<file path="src/rtl/cpu_pkg.sv">
// cpu_pkg: fetch-to-decode bus layout shared by IF, ID and the instruction queue.
package cpu_pkg;
  localparam int FS_TO_DS_BUS_W = 66;
  localparam int PC_LSB = 0;
  localparam int INST_LSB = 32;
  localparam int ADEF_BIT = 64;
  localparam int REFETCH_BIT = 65;
  typedef struct packed {
    logic        refetch_needed;
    logic        adef;
    logic [31:0] inst;
    logic [31:0] pc;
  } fs_to_ds_bus_t;
endpackage

</file>
<file path="src/rtl/if_id_inst_queue_fifo.sv">
// sync_fifo_fwft: first-word-fall-through FIFO with registered storage and a
// synchronous flush that empties it in one edge.
module sync_fifo_fwft #(
  parameter int DEPTH = 4,
  parameter int WIDTH = 66,
  localparam int AW = $clog2(DEPTH),
  localparam int CW = AW + 1
) (
  input  logic             clk,
  input  logic             rst,
  input  logic             flush,
  input  logic             wr_en,
  input  logic [WIDTH-1:0] wr_data,
  input  logic             rd_en,
  output logic [WIDTH-1:0] rd_data,
  output logic             empty,
  output logic             full,
  output logic [CW-1:0]    count
);
  logic [AW-1:0] wptr_q, wptr_d, rptr_q, rptr_d, ptr_diff;
  logic [CW-1:0] count_q, count_d;
  logic [WIDTH-1:0] mem_q [DEPTH];
  logic wr, rd;
  assign empty = count_q == '0;
  assign full = count_q == CW'(DEPTH);
  assign count = count_q;
  assign rd_data = empty ? '0 : mem_q[rptr_q];
  assign wr = wr_en & ~full & ~flush;
  assign rd = rd_en & ~empty & ~flush;
  assign ptr_diff = wptr_q - rptr_q;
  always_comb begin
    wptr_d = flush ? '0 : wptr_q + AW'(wr);
    rptr_d = flush ? '0 : rptr_q + AW'(rd);
    count_d = flush ? '0 : count_q + CW'(wr) - CW'(rd);
  end
  always_ff @(posedge clk or posedge rst)
    if (rst) begin
      wptr_q <= '0;
      rptr_q <= '0;
      count_q <= '0;
    end else begin
      wptr_q <= wptr_d;
      rptr_q <= rptr_d;
      count_q <= count_d;
    end
  // Storage holds no control state, so it is left out of reset.
  always_ff @(posedge clk)
    if (wr) mem_q[wptr_q] <= wr_data;
  always_ff @(posedge clk)
    if (!rst) assert (count_q <= CW'(DEPTH) && (full ? ptr_diff == '0 : count_q == {1'b0, ptr_diff}));
endmodule

</file>
<file path="src/rtl/if_id_inst_queue.sv">
// if_id_inst_queue: decoupling queue between IF and ID; ds_allowin depends only
// on registered occupancy so there is no id_allowin -> ds_allowin path.
module if_id_inst_queue
  import cpu_pkg::*;
#(
  parameter int DEPTH = 4,
  parameter int BUS_W = FS_TO_DS_BUS_W,
  parameter int CNT_W = $clog2(DEPTH) + 1
) (
  input  logic             clk,
  input  logic             reset,
  input  logic             fs_to_ds_valid,
  input  logic [BUS_W-1:0] fs_to_ds_bus,
  output logic             ds_allowin,
  output logic             q_to_ds_valid,
  output logic [BUS_W-1:0] q_to_ds_bus,
  input  logic             id_allowin,
  input  logic             flush,
  output logic [CNT_W-1:0] q_count
);
  logic full, empty, enq, deq;
  assign ds_allowin = ~full;
  assign q_to_ds_valid = ~empty;
  assign enq = fs_to_ds_valid & ds_allowin & ~flush;
  assign deq = q_to_ds_valid & id_allowin & ~flush;
  sync_fifo_fwft #(.DEPTH(DEPTH), .WIDTH(BUS_W)) u_fifo (
    .clk(clk),
    .rst(reset),
    .flush(flush),
    .wr_en(enq),
    .wr_data(fs_to_ds_bus),
    .rd_en(deq),
    .rd_data(q_to_ds_bus),
    .empty(empty),
    .full(full),
    .count(q_count)
  );
endmodule

</file>
<file path="config.mk">
export PLATFORM = sky130hd
export DESIGN_NAME = if_id_inst_queue
export DESIGN_NICKNAME = d
export VERILOG_FILES = /design/src/rtl/cpu_pkg.sv /design/src/rtl/if_id_inst_queue_fifo.sv /design/src/rtl/if_id_inst_queue.sv
export SDC_FILE = /design/constraint.sdc
export NUM_CORES = 1
export LEC_CHECK = 0
export ABC_AREA = 1
export ABC_CLOCK_PERIOD_IN_PS = 5480
export BUFFER_PORTS_ARGS = -buffer_cell sky130_fd_sc_hd__buf_2
export CORE_UTILIZATION = 45
export CTS_BUF_LIST = sky130_fd_sc_hd__clkbuf_16
export CTS_CLUSTER_SIZE = 25
export DETAILED_ROUTE_END_ITERATION = 10
export GPL_TIMING_DRIVEN = 0
export SYNTH_ARGS = -nofsm -noshare
export SYNTH_HDL_FRONTEND = slang
export SYNTH_SLANG_ARGS = --single-unit
</file>
<file path="constraint.sdc">
create_clock -name clk -period 5.48 [get_ports clk]
set_clock_uncertainty 0.15 [all_clocks]
set_input_delay 0 -clock clk [delete_from_list [all_inputs] [get_ports clk]]
set_output_delay 0 -clock clk [all_outputs]
set_load 0.1 [all_outputs]
</file>
# Word-level counts from Yosys, hierarchy flattened
# Memories as Yosys holds them, arrays and structs flattened.
# Cells that the tools add are included.
[totals]
out_inout_bits = 71
reg_bits = 7
memories = 1
in_bits = 71
ramBits = 264
elab_cells = 27
[memory_table]
columns = ["name", "depth", "width", "read_ports", "rd_ports_with_merged_regs", "wr", "line", "rtl"]
rows = [
  ["u_fifo.mem_q", 4, 66, 1, 0, 1, "if_id_inst_queue_fifo.sv:22", "logic [WIDTH-1:0] mem_q [DEPTH];"],
]
[op_classes]
bitwise_logic = 11
n_eq_ne = 1
n_mux = 6
reduce_logical = 1
n_addsub = 4
[op_table]
columns = ["operator", "count"]
rows = [
  ["2-to-1 mux 66 bit", 1],
  ["AND 1 bit", 8],
  ["adder 2 x 1 -> 2 bit", 2],
  ["2-to-1 mux 2 bit", 2],
  ["adder 3 x 1 -> 3 bit", 1],
  ["== test 3 bit, second input constant", 1],
  ["zero test 3 bit", 1],
  ["2-to-1 mux 3 bit", 1],
  ["inverter 1 bit", 3],
  ["subtractor 3 x 1 -> 3 bit", 1],
  ["2-to-1 mux 1 bit", 2],
]

# Depth between registers and ports, before layout
# Gate-level depths: netlist of run 1.
[depth]
depth_word = 9
depth_mapped = 13
depth_no_buf = 12

# Modules after synthesis
# Synthesis of run 1 repeated with hierarchy kept, for this count alone.
[unflattened]
hier_cells = 1103
hier_area_um2 = 11664.9
[modules_own_cells]
columns = ["mod", "instances", "cells_each", "seq_area_each_um2", "area_per_inst_um2"]
rows = [
  ["sync_fifo_fwft", 1, 1097, 8102.8, 11642.4],
  ["if_id_inst_queue", 1, 6, 0.0, 22.5],
]

# Least setup slack after synthesis of run 1
# No wires, ideal clock.
[synth_path]
kind = "reg-to-reg"
from = "reg u_fifo.count_q[0] (netlist: u_fifo.count[0])"
to = "mem u_fifo.mem_q[0][0] (enable)"
setup_ns = 0.491
required_ns = 4.839
arrival_ns = 5.050
stages_incl_launch_ff = 5
n_path_buf = 0
slack_ns = -0.210
synth_period_minus_slack_ns = 5.690
cell_sequence = "dfrtp_1 inv_1 nand3_1 nand3_1 nor2_1"
[synth_via]
elab_chain_cells = 8
[synth_lines]
columns = ["element", "line", "rtl"]
rows = [
  ["from (decl)", "if_id_inst_queue_fifo.sv:21", "logic [CW-1:0] count_q, count_d;"],
  ["from (signal assigned)", "if_id_inst_queue_fifo.sv:44", "count_q <= count_d;"],
  ["== test 3 bit (*)", "if_id_inst_queue_fifo.sv:25", "assign full = count_q == CW'(DEPTH);"],
  ["inverter 1 bit (*)", "if_id_inst_queue.sv:22", "assign ds_allowin = ~full;"],
  ["named net ds_allowin", "if_id_inst_queue.sv:14", "output logic ds_allowin,"],
  ["AND 1 bit (2 in series)", "if_id_inst_queue.sv:24", "assign enq = fs_to_ds_valid & ds_allowin & ~flush;"],
  ["AND 1 bit (*) (2 in series)", "if_id_inst_queue_fifo.sv:28", "assign wr = wr_en & ~full & ~flush;"],
  ["2-to-1 mux 1 bit (*)", "if_id_inst_queue_fifo.sv:48", "if (wr) mem_q[wptr_q] <= wr_data;"],
  ["2-to-1 mux 1 bit (not written as such) (*)", "if_id_inst_queue_fifo.sv:48", ""],
  ["to (decl)", "if_id_inst_queue_fifo.sv:22", ""],
]
# Mark *: on every way through the listed nets, which the timed path passes. The rest lies on a longest branch.

# Worst setup path after layout of run 1
[layout_path]
from = "reg u_fifo.count_q[1] (netlist: u_fifo.count[1])"
to = "reg u_fifo.count_q[2] (netlist: u_fifo.count[2])"
[layout_via]
elab_chain_cells = 9
word_cells_on_any_way = 15
cone_classes = "2 x add/sub; 1 x eq/ne; 1 x mux; 10 x bitwise; 1 x reduce/logical"
[layout_lines]
columns = ["element", "line", "rtl"]
rows = [
  ["== test 3 bit", "if_id_inst_queue_fifo.sv:25", ""],
  ["inverter 1 bit", "if_id_inst_queue_fifo.sv:28, if_id_inst_queue.sv:22", ""],
  ["AND 1 bit (2 in series)", "if_id_inst_queue.sv:24", ""],
  ["AND 1 bit (2 in series)", "if_id_inst_queue_fifo.sv:28", ""],
  ["adder 3 x 1 -> 3 bit", "if_id_inst_queue_fifo.sv:34", "count_d = flush ? '0 : count_q + CW'(wr) - CW'(rd);"],
  ["subtractor 3 x 1 -> 3 bit (*)", "if_id_inst_queue_fifo.sv:34", ""],
  ["2-to-1 mux 3 bit (*)", "if_id_inst_queue_fifo.sv:34", ""],
  ["named net u_fifo.count_d[2]", "if_id_inst_queue_fifo.sv:21", ""],
]
# Marks and branches as above.

==> results of run 1 <==
[cell families after synthesis]
kind of cell	after synthesis	synth area share
and+or+nand+nor	419	0.150
adders and majority gates	5	0.00602
DFF	271	0.696
xor gates and xnor gates	1	0.000752
buffers and inverters	331	0.118
AOI/OAI and AO/OA	69	0.0297
[layer usage]
metal,vias up,share of wire,wire length (um)
met4,0,0.022,585
met5,-,0,0
met1,3659,0.45,11700
met3,40,0.052,1370
met2,204,0.48,12600
li1,3980,-,-
[critical path: stages, from the launching register on]
cell and delay, ns:
dfrtp_1 0.44, inv_2 0.08, nand2_1 0.09, nor2_2 0.33, buf_2 0.32, nor2_1 0.12, ha_1 0.28, inv_1 0.06
ha_1 0.13, inv_1 0.05, fa_1 0.40, nand3_1 0.09, nand2_1 0.05, nor2_1 0.10
[worst min-delay path by stage]
stage | cells past startpoint | end | slack, ns
2_1_floorplan | 1 | u_fifo.count[0] | -0.35
3_3_place_gp | 2 | u_fifo.count[2] | -0.20
3_5_place_dp | 2 | u_fifo.count[2] | -0.20
4_1_cts | 2 | u_fifo.mem_q[2][17] | 0.05
5_1_grt | 2 | u_fifo.mem_q[0][59] | 0.06
6_report | 2 | u_fifo.mem_q[0][59] | 0.06
[per-stage QoR]
step,setup TNS [ns],hold WS (ns)
floorplan,-55.52,-0.347
detailed placement,0,-0.195
global route,0,0.0593
CTS,0,0.0466
finish,0,0.0633
global placement,-290.72,-0.199
[layout make-up]
type                       count  area, um2  share of cell area
timing repair buffer         222       1670               0.114
antenna                        1       2.50            0.000171
clock buffer                  29        726              0.0495
inverter                     280       1050              0.0717
clock inverter                24        180              0.0123
tap                          330        413              0.0282
sequential                   271       8100               0.553
buffer                        51        320              0.0218
multi-input combinational    494       2200               0.150
[synth_stat cells]
library cell	count
inv_1	277
fa_1	1
clkbuf_1	13
nor2_2	1
edfxtp_1	264
o21ai_0	1
nand2_1	272
buf_4	5
nor2_1	11
a21oi_1	68
inv_2	3
dfrtp_1	7
buf_2	22
ha_1	4
nand3_1	135
buf_6	11
xnor2_1	1
[power by group]
group          leakage (nW)  total [W]  internal [W]  switching (W)
sequential             2.49    0.00241       0.00238      0.0000273
combinational          3.70    0.00348      0.000543        0.00294
clock                 0.467    0.00184       0.00109       0.000752
[state kept, by name, summed over array words and instances, names as in the netlist]
name	count
u_fifo.rptr_q	2
u_fifo.wptr_q	2
u_fifo.count	3
u_fifo.mem_q	264
==> out/summary.txt, run 1 <==
Power Density: 527 nW/um2
crit end category: flop
Final GP Congestion: 0.750
Post-DP HPWL: 16.4 mm
Yosys reg bits: 271
Slew HR: 0.387
busiest layer in global routing: met2
top cell type by total area after synthesis: edfxtp_1
Mapped Cells: 1096
Setup Fix Bufs, Post-CTS: 0
Initial Utilization: 0.461
Max Freq: 0.362 GHz
post-synthesis sequential area ratio: 0.696
synth unique cells: 17
Final setup viols: 0
first-pass GRT wire length: 41.1 mm
antenna viol nets, final: 0
Overall Power: 0.00773 W
drt total wl: 26.3 mm
Period minus WS final: 2.76 ns
Post-route DRC: 0
gr ovfl total: 0
first-pass iteration count of the detailed router: 4
CTS tree: done
Critical Path Fanout Max: 10
DR vias: 7883
Avg Cell Area, Syn: 10.6 um2
initial antenna violation count: 1
Worst Min Path Start: fs_to_ds_bus[59]
maximum vdd drop: 422 uV
Cell Area, Synth: 11600 um2
vias in the first global route: 7663
Fill cells: 2094
Reg-to-Reg Start: u_fifo.count[1]
pin count of the biggest net entering global routing: 26
htree depth: 1
FF-to-FF End: u_fifo.count[2]
CP Launch Type: flop
final hold violations: 0
syn nets: 1172
met1 Use GR: 0.278
Max Cap Violations: 0
worst setup path endpoint: u_fifo.count[2]
post-cts sizing count: 0
CTS Buffer Depth: 3
cts hold-fix bufs: 70
wire per inst: 15.4 um
Yosys top cell area share: 0.681
Least-Margin Pin Slew: 0.917 ns
Hold WC Path Type: in2reg
leak pwr: 6.66 nW
fin crit share: 0.504
die width: 163 um
Rows: 58
placed cells: 1578
Arrival @ worst endpoint: 3.07 ns
RSZ-0062 raised after global routing: false
worst setup margin: 2.72 ns
die footprint: 26500 um2
Synth area leaders: edfxtp_1 (68%), inv_1 (8.9%), nand2_1 (8.8%), nand3_1 (5.8%), a21oi_1 (2.9%)
commonest non-fill, non-tap cells in the layout: inv_1 (285), nand2_1 (272), edfxtp_1 (264)
DP Area: 13100 um2
met3 Track Usage GR: 0.0267
Layout Cells excl Fill: 1702
Layout Utilization: 0.581
Die Y: 163 um
Final Cell Area: 14700 um2
worst path required time: 5.79 ns
core area: 25300 um2
final net count: 1425
R2R depth: 13
initial drt markers: 497
Root Buffer: clkbuf_16
most common cell after layout, fill and taps aside: inv_1
later-pin clock latency in the skew report: 0.53 ns
GR Util met2: 0.336
reg-to-reg slack, setup: 2.72 ns
clock slew at reported path FFs: 0.06 ns
layout cells sized above 1: 0.171
port bufs: 141
crit path kind: reg2reg
CTS Buf Count: 29
Critical Path Start: u_fifo.count[1]
outcome: finished clean
Setup WS pre-CTS: 2.68 ns
clk sinks: 271
max-slew violations: 0
GRT Util Overall: 0.203
# IOs: 142
Avg Vias per Cell: 4.63
area growth from synthesis to layout: 26.0%
Synth Warn #: 0
Note: power is estimated with default switching activity, not from simulation.
==> inputs of run 2 (changes only) <==
--- a/config.mk
+++ b/config.mk
@@ -6,13 +6,14 @@
 export NUM_CORES = 1
 export LEC_CHECK = 0
 export ABC_AREA = 1
-export ABC_CLOCK_PERIOD_IN_PS = 5480
+export ABC_CLOCK_PERIOD_IN_PS = 2300
 export BUFFER_PORTS_ARGS = -buffer_cell sky130_fd_sc_hd__buf_2
 export CORE_UTILIZATION = 45
 export CTS_BUF_LIST = sky130_fd_sc_hd__clkbuf_16
 export CTS_CLUSTER_SIZE = 25
 export DETAILED_ROUTE_END_ITERATION = 10
 export GPL_TIMING_DRIVEN = 0
+export PLACE_DENSITY = 0.67
 export SYNTH_ARGS = -nofsm -noshare
 export SYNTH_HDL_FRONTEND = slang
 export SYNTH_SLANG_ARGS = --single-unit
==> constraint.sdc (replaced) <==
create_clock -name clk -period 2.3 [get_ports clk]
set_clock_uncertainty 0.15 [all_clocks]
set_input_delay 0 -clock clk [delete_from_list [all_inputs] [get_ports clk]]
set_output_delay 0 -clock clk [all_outputs]
set_load 0.1 [all_outputs]
==> out/summary.txt, run 2 (same netlist as run 1, synthesis figures left out) <==
htree depth: 1 (unchanged)
final hold violations: 0 (unchanged)
vias in the first global route: 7841 (+2.3%)
final net count: 1438 (+0.91%)
maximum vdd drop: 1200 uV (+180%)
max-slew violations: 0 (unchanged)
Post-DP HPWL: 16.5 mm (+0.97%)
Max Cap Violations: 0 (unchanged)
leak pwr: 6.87 nW (+3.2%)
slowest cell on the critical path: dfrtp_1
Comb power frac: 0.512 (+0.062)
max FFs per register: 264 (unchanged)
Antenna diodes: 0 (-1)
area growth from synthesis to layout: 35.0%
crit path kind: reg2out
# IOs: 142 (unchanged)
clock slew at reported path FFs: 0.06 ns (about the same)
pin count of the biggest net entering global routing: 28 (+7.7%)
GRT Util Overall: 0.205 (+0.00240)
Arrival @ worst endpoint: 2.13 ns (-0.94 ns)
RSZ-0062 raised after global routing: true
DR vias: 8030 (+1.9%)
layout cells sized above 1: 0.240 (+0.0685)
drt total wl: 27.0 mm (+2.8%)
commonest non-fill, non-tap cells in the layout: inv_1 (278), nand2_1 (271), edfxtp_1 (264)
outcome: finished clean
most common cell after layout, fill and taps aside: inv_1
first-pass GRT wire length: 41.3 mm (+0.57%)
Max Freq: 0.438 GHz
Period minus WS final: 2.28 ns
initial drt markers: 411 (-17%)
Final GP Congestion: 0.750 (unchanged)
Clk pwr share: 0.205 (-0.034)
die width: 163 um (unchanged)
CP Launch Type: flop
DP Area: 13200 um2 (+1.1%)
clk sinks: 271 (unchanged)
first-pass iteration count of the detailed router: 5 (+1)
delay-heaviest family, CP: buffers and inverters
Final setup viols: 0 (unchanged)
placed cells: 1576 (-0.13%)
antenna viol nets, final: 0 (unchanged)
Final Cell Area: 15700 um2 (+7.2%)
internal power: 0.0109 W (+170%)
wire per inst: 15.7 um (+2.1%)
worst path required time: 2.15 ns (-3.64 ns)
buffer and inverter count on the worst path: 3 (-1)
die footprint: 26500 um2 (unchanged)
Hold WC Path Type: in2reg
Flop pwr share: 0.283 (-0.028)
crit end category: output pin
Max stage delay on crit path: 0.40 ns (-0.04 ns)
CTS Buffer Depth: 3 (unchanged)
Root Buffer: clkbuf_16
total net switching power: 0.00941 W (+150%)
Critical Path Fanout Max: 10 (unchanged)
Layout Cells excl Fill: 1714 (+0.71%)
Layout Utilization: 0.622 (+0.0416)
Avg Vias per Cell: 4.68 (+1.2%)
Least-Margin Pin Slew: 0.695 ns (-0.222 ns)
port bufs: 141 (unchanged)
core area: 25300 um2 (unchanged)
Post-route DRC: 0 (unchanged)
fin crit share: 0.992
Initial Utilization: 0.461 (unchanged)
CTS Buf Count: 28 (-3.4%)
later-pin clock latency in the skew report: 0.54 ns (about the same)
initial antenna violation count: 0 (-1)
Top reg by flops: u_fifo.mem_q
Rows: 58 (unchanged)
Die Y: 163 um (unchanged)
Slew HR: 0.535 (+0.148)
worst-path cell chain: buf_6, clkbuf_1, nand2_1, nand3_1, a21oi_2, buf_8
switching share of power: 0.464 (-0.0166)
gr ovfl total: 0 (unchanged)
Power Density: 1290 nW/um2 (+140%)
CTS tree: done
## run 2: changes by cell type in the layout (fill, tap and decap cells not counted), sizes merged
cell / previous run / this run
buf: 190 / 201
inv: 288 / 285
dlygate4sd3: 70 / 71
diode: 1 / 0
clkinvlp: 2 / 1
bufinv: 3 / 1
clkbuf: 42 / 44
clkinv: 11 / 16
## run 2: stage by stage
step	power [W]	worst slack [ns]	TNS (ns)	hold slack (ns)
after CTS	0.0196	0.000884	0	0.0352
after global placement	0.0143	-0.852	-219.85	-0.203
final	0.0203	0.0194	0	0.0596
after detailed placement	0.0144	-0.292	-0.566	-0.178
after global routing	0.0209	-0.0700	-1.18	0.0608
after floorplan	0.0128	-0.491	-134.99	-0.347
## run 2: path summary, 6_finish.rpt
kind	to	slack (ns)	depth (start not counted)	startpoint
setup / recovery	q_to_ds_bus[29]	0.02	6	u_fifo.rptr_q[0]
hold / removal	u_fifo.mem_q[2][32]	0.06	2	fs_to_ds_bus[32]
setup reg to reg	u_fifo.count[1]	0.07	11	u_fifo.count[1]
hold reg to reg	u_fifo.wptr_q[1]	0.46	2	u_fifo.wptr_q[1]
max in group asynchronous	u_fifo.count[0]	1.38	4	reset
min in group asynchronous	u_fifo.count[1]	0.35	4	reset
## run 2: power by group through the flow
stage | clock network, W | logic (W) | registers (W)
floorplan | 0 | 0.00677 | 0.00600
global placement | 0 | 0.00844 | 0.00587
detailed placement | 0 | 0.00852 | 0.00586
CTS | 0.00424 | 0.00962 | 0.00575
global route | 0.00441 | 0.0108 | 0.00576
finish | 0.00416 | 0.0104 | 0.00575
## run 2: final cells by class
cell class / instances / area, um2
Fill cell: 1914 / 9540
Sequential cell: 271 / 8110
Multi-Input combinational cell: 494 / 2510
Timing Repair Buffer: 237 / 2350
Inverter: 280 / 1050
Clock buffer: 29 / 726
Buffer: 50 / 414
Tap cell: 330 / 413
Clock inverter: 23 / 126
## run 2: timing repair
| action | 4_1_cts | 5_1_grt |
|---|---|---|
| gates resized for setup | 147 | 98 |
| endpoints found under the hold margin | 370 | 0 |
| pin swaps | 3 | 13 |
| cloned | 0 | 0 |
| endpoints found under the setup margin | 68 | 166 |
| buffers inserted | 6 | 10 |
| hold buffers | 71 | 0 |
## run 2: layer usage
layer | vias up | wire (um) | global-route usage
met1 | 3773 | 11500 | 0.263
met4 | 0 | 718 | 0.0752
met2 | 207 | 13500 | 0.354
li1 | 4001 | - | -
met5 | - | 0 | 0
met3 | 49 | 1260 | 0.0283
